## src/rtl/regfile_wb_arbiter.sv

```systemverilog
// Round-robin arbiter sharing the register-file write port between ALU (0) and load (1) write-back,
// with one registered write stage and read-port forwarding of the in-flight write.
module regfile_wb_arbiter #(
  parameter int RegisterSize = 5,
  parameter int OperandSize  = 32,
  parameter int CountWidth   = 16
) (
  input  logic                    clk,
  input  logic                    rst,
  input  logic                    wb_valid_0,
  input  logic [RegisterSize-1:0] wb_addr_0,
  input  logic [OperandSize-1:0]  wb_data_0,
  output logic                    wb_ready_0,
  input  logic                    wb_valid_1,
  input  logic [RegisterSize-1:0] wb_addr_1,
  input  logic [OperandSize-1:0]  wb_data_1,
  output logic                    wb_ready_1,
  output logic                    write_enable_3,
  output logic [RegisterSize-1:0] addr_3,
  output logic [OperandSize-1:0]  write_data_3,
  input  logic [RegisterSize-1:0] rd_addr_1,
  input  logic [RegisterSize-1:0] rd_addr_2,
  input  logic [OperandSize-1:0]  rf_read_data_1,
  input  logic [OperandSize-1:0]  rf_read_data_2,
  output logic [OperandSize-1:0]  read_data_1,
  output logic [OperandSize-1:0]  read_data_2,
  output logic [CountWidth-1:0]   grant_count_0,
  output logic [CountWidth-1:0]   grant_count_1,
  output logic                    busy
);

  logic                    rr_q, rr_d;
  logic                    we_q, we_d;
  logic [RegisterSize-1:0] addr_q, addr_d;
  logic [OperandSize-1:0]  data_q, data_d;
  logic [CountWidth-1:0]   cnt0_q, cnt0_d, cnt1_q, cnt1_d;
  logic                    xfer;

  assign wb_ready_0 = ~rst & wb_valid_0 & (~wb_valid_1 | ~rr_q);
  assign wb_ready_1 = ~rst & wb_valid_1 & (~wb_valid_0 |  rr_q);
  assign xfer       = wb_ready_0 | wb_ready_1;

  always_comb begin
    rr_d   = rr_q;
    we_d   = 1'b0;
    addr_d = addr_q;
    data_d = data_q;
    cnt0_d = cnt0_q;
    cnt1_d = cnt1_q;
    if (xfer) begin
      // Pointer moves to whichever requester lost (or was idle) this time.
      rr_d   = wb_ready_0;
      addr_d = wb_ready_1 ? wb_addr_1 : wb_addr_0;
      data_d = wb_ready_1 ? wb_data_1 : wb_data_0;
      we_d   = (addr_d != '0);
    end
    if (wb_ready_0 && cnt0_q != '1) cnt0_d = cnt0_q + 1'b1;
    if (wb_ready_1 && cnt1_q != '1) cnt1_d = cnt1_q + 1'b1;
  end

  always_ff @(posedge clk) begin
    if (rst) begin
      rr_q   <= 1'b0;
      we_q   <= 1'b0;
      addr_q <= '0;
      data_q <= '0;
      cnt0_q <= '0;
      cnt1_q <= '0;
    end else begin
      rr_q   <= rr_d;
      we_q   <= we_d;
      addr_q <= addr_d;
      data_q <= data_d;
      cnt0_q <= cnt0_d;
      cnt1_q <= cnt1_d;
    end
  end

  // A write already registered when reset arrives must not reach the register file.
  assign write_enable_3 = we_q & ~rst;
  assign addr_3         = addr_q;
  assign write_data_3   = data_q;
  assign busy           = write_enable_3;
  assign grant_count_0  = cnt0_q;
  assign grant_count_1  = cnt1_q;

  assign read_data_1 = (write_enable_3 && addr_q == rd_addr_1 && rd_addr_1 != '0) ? data_q : rf_read_data_1;
  assign read_data_2 = (write_enable_3 && addr_q == rd_addr_2 && rd_addr_2 != '0) ? data_q : rf_read_data_2;

endmodule

```

## config.mk

```make
export PLATFORM = sky130hd
export DESIGN_NAME = regfile_wb_arbiter
export DESIGN_NICKNAME = d
export VERILOG_FILES = /design/src/rtl/regfile_wb_arbiter.sv
export SDC_FILE = /design/constraint.sdc
export NUM_CORES = 1
export LEC_CHECK = 0
export ABC_AREA = 1
export CAP_MARGIN = 0
export CORE_AREA = 2 2 114 116
export DETAILED_ROUTE_END_ITERATION = 7
export DIE_AREA = 0 0 116 118
export DONT_BUFFER_PORTS = 1
export PLACE_DENSITY = 0.49
export RECOVER_POWER = 50
export SYNTH_ARGS = -nofsm -noshare
export SYNTH_HDL_FRONTEND = slang
export SYNTH_SLANG_ARGS = --single-unit
```

## constraint.sdc

```tcl
create_clock -name clk -period 3.5 [get_ports clk]
set_input_delay 0.7 -clock clk [delete_from_list [all_inputs] [get_ports clk]]
set_output_delay 0.7 -clock clk [all_outputs]
set_load 0.05 [all_outputs]
```

# After elaboration in Yosys (flattened, before gate mapping)

Index checks and enable logic that the tools add are counted.

Logic and storage cells: 39
Register bits after elaboration: 71
Input port bits: 152
Output and inout port bits: 137

Equality and inequality tests: 4
Muxes and demuxes: 4
Reduce and logical (&&, ||, !) cells: 10
Add/sub/neg operators: 2
Bitwise gates (word level): 13

Operators by type and width:

| cell                                                             | number |
|---|---|
| 32-bit 2-to-1 mux                                                | 3 |
| 16-bit by 1-bit adder with 16-bit output (second input constant) | 2 |
| 16-bit inequality test (second input constant)                   | 2 |
| 5-bit nonzero test                                               | 3 |
| 5-bit == test                                                    | 2 |
| 1-bit logical AND                                                | 6 |
| 1-bit AND                                                        | 5 |
| 5-bit 2-to-1 mux                                                 | 1 |
| 1-bit inverter                                                   | 5 |
| 1-bit bitwise OR                                                 | 3 |
| 2-bit OR reduction                                               | 1 |

# Logic depth before layout (Yosys ltp)

Depth in word-level cells: 6
Mapped depth: 10
Depth with buffers taken out: 9

# Worst setup path before layout

Ideal clock, no wire load.

Kind: flip-flop to output port
From: register addr_q[2], in the netlist addr_3[2]
To: output port read_data_1[11]
Path buffers: 1
Path slack: 861 ps
Arrival: 1939 ps
Stages on the path, launching flop included: 8
Cells stage by stage: dfxtp_1 inv_1 nand3b_1 o21ai_0 nand2_1 clkbuf_1 nand3_1 nand2_1

Cells in the longest elaborated chain, start to end: 4

Ends and longest elaborated chain:

| what                           | RTL line | text |
|---|---|---|
| start, declared                | 34       | `logic [RegisterSize-1:0] addr_q, addr_d;` |
| start signal, assigned         | 72       | `addr_q <= addr_d;` |
| 5-bit == test                  | 87       | `assign read_data_1 = (write_enable_3 && addr_q == rd_addr_1 && rd_addr_1 != '0) ? data_q : rf_read_data_1;` |
| 1-bit logical AND (2 in a row) | 87       |  |
| 32-bit 2-to-1 mux              | 87       |  |
| end, declared                  | 25       | `output logic [OperandSize-1:0] read_data_1,` |

No other way between the ends.

# Worst setup path after layout

From: register addr_q[0], in the netlist addr_3[0]
To: output port read_data_1[24]

The elaborated chain is that of the path after synthesis.

==> impl_metrics.csv <==
group,metric,value,unit
die,core-area,12410,um^2
sta,finalSetupTns,0,ps
logic_synthesis,synth_cell_types,35,
worst_setup_path,slowest_delay,610,ps
min_path,hp-class,"in -> reg",
min_path,min_from,"rst",
placement,place_congestion,0.9771,
worst_setup_path,cp.required,2800,ps
clock_tree,root_buffer,"clkbuf_16",
routing,dr.first_iter.drc_count,293,
worst_setup_path,r2r_start,"grant_count_0[0]$_SDFFE_PP0P_",
routing,vias,5372,
clock_tree,hold_buffers,0,
clock_tree,postCtsResizedCells,0,
routing,routed_wl,18080,um
routing,firstDrtPassIters,5,
min_path,whs_path_depth,1,
min_path,holdPathEnd,"grant_count_0[5]$_SDFFE_PP0P_",
worst_setup_path,cpMostUsedCell,"nand3_1",
sta,fmax,311.4,MHz
sta,max-slew-margin-rel,12.61,%
sta,setup_viol,0,
worst_setup_path,end_kind,"output port",
worst_setup_path,slowest_stage,"clkbuf_1",
logic_synthesis,ys_ff_latch,71,
die,rows,41,
logic_synthesis,yosysWarnings,0,
routing,wl_per_cell,18.06,um
grt,grt_max_degree,76,
logic_synthesis,seq_area_frac_synth,29.71,%
grt,gr-total-overflow,0,
clock_tree,cts_tree,"done",
power_and_ir_drop,internal_power,1.690,mW
worst_setup_path,worstPathCellList,"clkbuf_1 -> xnor2_1 -> nand3_1 -> nor2_4 -> buf_4 -> nand3_1 -> nand2_1 -> buf_12",
worst_setup_path,critical-path-top-delay-family,"buffers and inverters",
clock_tree,clkTransAtPathRegs,60,ps
die,design.portCount,289,
grt,grtUsageTotal,25.49,%
clock_tree,cts_max_path_buffers,2,
grt,grt_pass1_vias,4823,
die,die_height,118,um
worst_setup_path,worstPathArrival,2510,ps
die,start_util,38.53,%
logic_synthesis,synthCells,782,
worst_setup_path,cp-startpoint,"addr_3[0]$_SDFFE_PP0P_",
grt,grt_pass1_wl,27320,um
finish,areaGrowthSynthToFinish,31.83,%
grt,antenna_found_initial,0,
worst_setup_path,crit_fanout,32,
worst_setup_path,timing.rr.end,"grant_count_0[14]$_SDFFE_PP0P_",
sta,worst_slew_pin_slew,1306,ps
power_and_ir_drop,peakVddDrop,0.1889,mV
sta,maxSlewViolCount,0,
clock_tree,post_cts.repair.setup_buffers,0,
placement,hpwlAfterDp,14300,um
finish,finish.utilization,50.80,%
power_and_ir_drop,combPwrFrac,25.0,%
finish,fin_nets,980,
placement,dpl_cell_area,6071,um^2
clock_tree,cts_sinks,71,
logic_synthesis,synth_area,4783,um^2
logic_synthesis,syn-num-nets,936,
routing,drc,0,
die,dieArea,13690,um^2
finish,antenna_cells,0,
power_and_ir_drop,switching_power,1.029,mW
die,die_x,116,um
finish,stdcell_area,6306,um^2
finish,drive_gt1_share,13.27,%
power_and_ir_drop,leakage,2.782,nW
worst_setup_path,r2r_cells,7,
worst_setup_path,path_class,"reg -> out",
sta,skew,5.924,ps
placement,numPortBuffers,0,
power_and_ir_drop,clockPowerShare,33.2,%
sta,period_share,91.75,%
worst_setup_path,crit_buf_inv,3,
clock_tree,h-tree-depth,3,
sta,rsz0062_at_grt,"false",
job,maxCapViolCount,0,
clock_tree,insertion_delay,330,ps
worst_setup_path,startpoint_type,"flop",
sta,post-route-min-period,3211,ps
outcome,run_status,"finished clean",
clock_tree,cts_buffers,9,
worst_setup_path,ff2ff_setup_slack,940,ps
power_and_ir_drop,pwr_density_cell,431.1,nW/um^2
sta,final-hold-violation-count,0,
logic_synthesis,synth_area_per_cell,6.117,um^2
power_and_ir_drop,switching_share,37.84,%
routing,ant_nets,0,
power_and_ir_drop,p_seq_share,41.8,%
routing,vias_per_cell,5.367,
## cells in the final DEF (no fill, tap or decap), drive strengths merged, types with 2 or more instances in the layout
cell type,count
a21oi,54
a31oi,32
buf,73
clkbuf,15
clkinv,2
clkinvlp,2
dfxtp,71
ha,2
inv,41
nand2,304
nand3,97
nand3b,4
nand4,6
nor2,93
o211ai,6
o21ai,15
or2,2
xnor2,4
xor2,3
## cell type report
cell class                 instances  area (um^2)
clock buffer                      10        239.0
clock inverter                     4        47.55
fill                            1279         6108
inverter                          42        158.9
multi-input combinational        624         2853
sequential                        71         1421
tap                              172        215.2
timing repair buffer              78         1371
## flip-flops by register name, summed over array words and instances, names as in the netlist
register and flops:
grant_count_0 16, addr_3 5, rr_q 1, we_q 1, grant_count_1 16, write_data_3 32
## power groups by stage
| stage | clock (mW) | combinational [mW] | sequential [mW] |
|---|---|---|---|
| detailed placement | 0 | 0.688 | 1.15 |
| floorplan | 0 | 0.409 | 1.13 |
| finish | 0.903 | 0.680 | 1.14 |
| global placement | 0 | 0.678 | 1.15 |
| global route | 0.956 | 0.724 | 1.14 |
| CTS | 0.921 | 0.688 | 1.13 |
## stage by stage
stage,setup slack (ps),cells,hold slack (ps),power [mW]
final,288.9,1001,436.8,2.718
after CTS,340.5,1001,424.3,2.744
after global routing,151.3,1001,419.7,2.820
after detailed placement,655.8,987,513.1,1.840
after floorplan,861.1,782,482.9,1.539
after global placement,693.1,987,495.7,1.831
## cells by family (layout without fill, tap and decap cells)
family          Yosys count  count (layout)  synth area share (%)
buf+inv                  87             134                 10.02
xor+xnor                  7               7                 1.282
compound gates          108             108                 12.66
simple gates            507             507                 45.80
fa+ha+maj                 2               2                0.5231
flops                    71              71                 29.71
## cell usage after synthesis
master | count | area, um^2
nor2_8 | 1 | 20.02
a211oi_1 | 1 | 7.510
a21oi_1 | 53 | 265.3
a21oi_2 | 1 | 8.760
inv_1 | 41 | 153.9
nor2_1 | 79 | 296.5
nand2_4 | 3 | 33.78
buf_1 | 2 | 7.510
nor3_1 | 1 | 5.000
buf_6 | 11 | 123.9
o211ai_1 | 6 | 45.04
nor2_4 | 2 | 22.52
buf_4 | 15 | 112.6
xor2_1 | 3 | 26.28
nand2_1 | 295 | 1107
inv_4 | 1 | 6.260
ha_1 | 2 | 25.02
o21ai_2 | 1 | 8.760
a31oi_1 | 32 | 200.2
xnor2_1 | 4 | 35.03
nand3b_1 | 4 | 30.03
or2_2 | 1 | 6.260
o21ai_0 | 11 | 55.05
buf_2 | 9 | 45.04
nor2_2 | 11 | 68.82
nand3_1 | 96 | 480.5
nand4_1 | 5 | 31.28
clkbuf_1 | 8 | 30.03
nand3_2 | 1 | 10.01
o21ai_1 | 3 | 15.01
dfxtp_1 | 71 | 1421
nand2_8 | 1 | 20.02
nand2_2 | 5 | 31.28
or2_0 | 1 | 6.260
nand4_4 | 1 | 21.27
## worst max-delay path by stage
stage / endpoint / cells after the start / slack [ps]
floorplan: read_data_1[11] / 7 / 860
global placement: write_data_3[31]$_SDFFE_PP0P_ / 9 / 690
detailed placement: write_data_3[31]$_SDFFE_PP0P_ / 9 / 660
CTS: read_data_2[14] / 8 / 340
global route: read_data_1[27] / 8 / 150
finish: read_data_1[24] / 8 / 290
## per-layer routing
metal	wire length, um	vias to the layer above	GRT usage (%)
met1	6879	2491	30.20
met2	9422	214	45.29
li1	-	2638	-
met3	1385	29	5.561
met4	395	0	7.738
met5	0	-	0
Note: power is estimated with default switching activity, not from simulation.
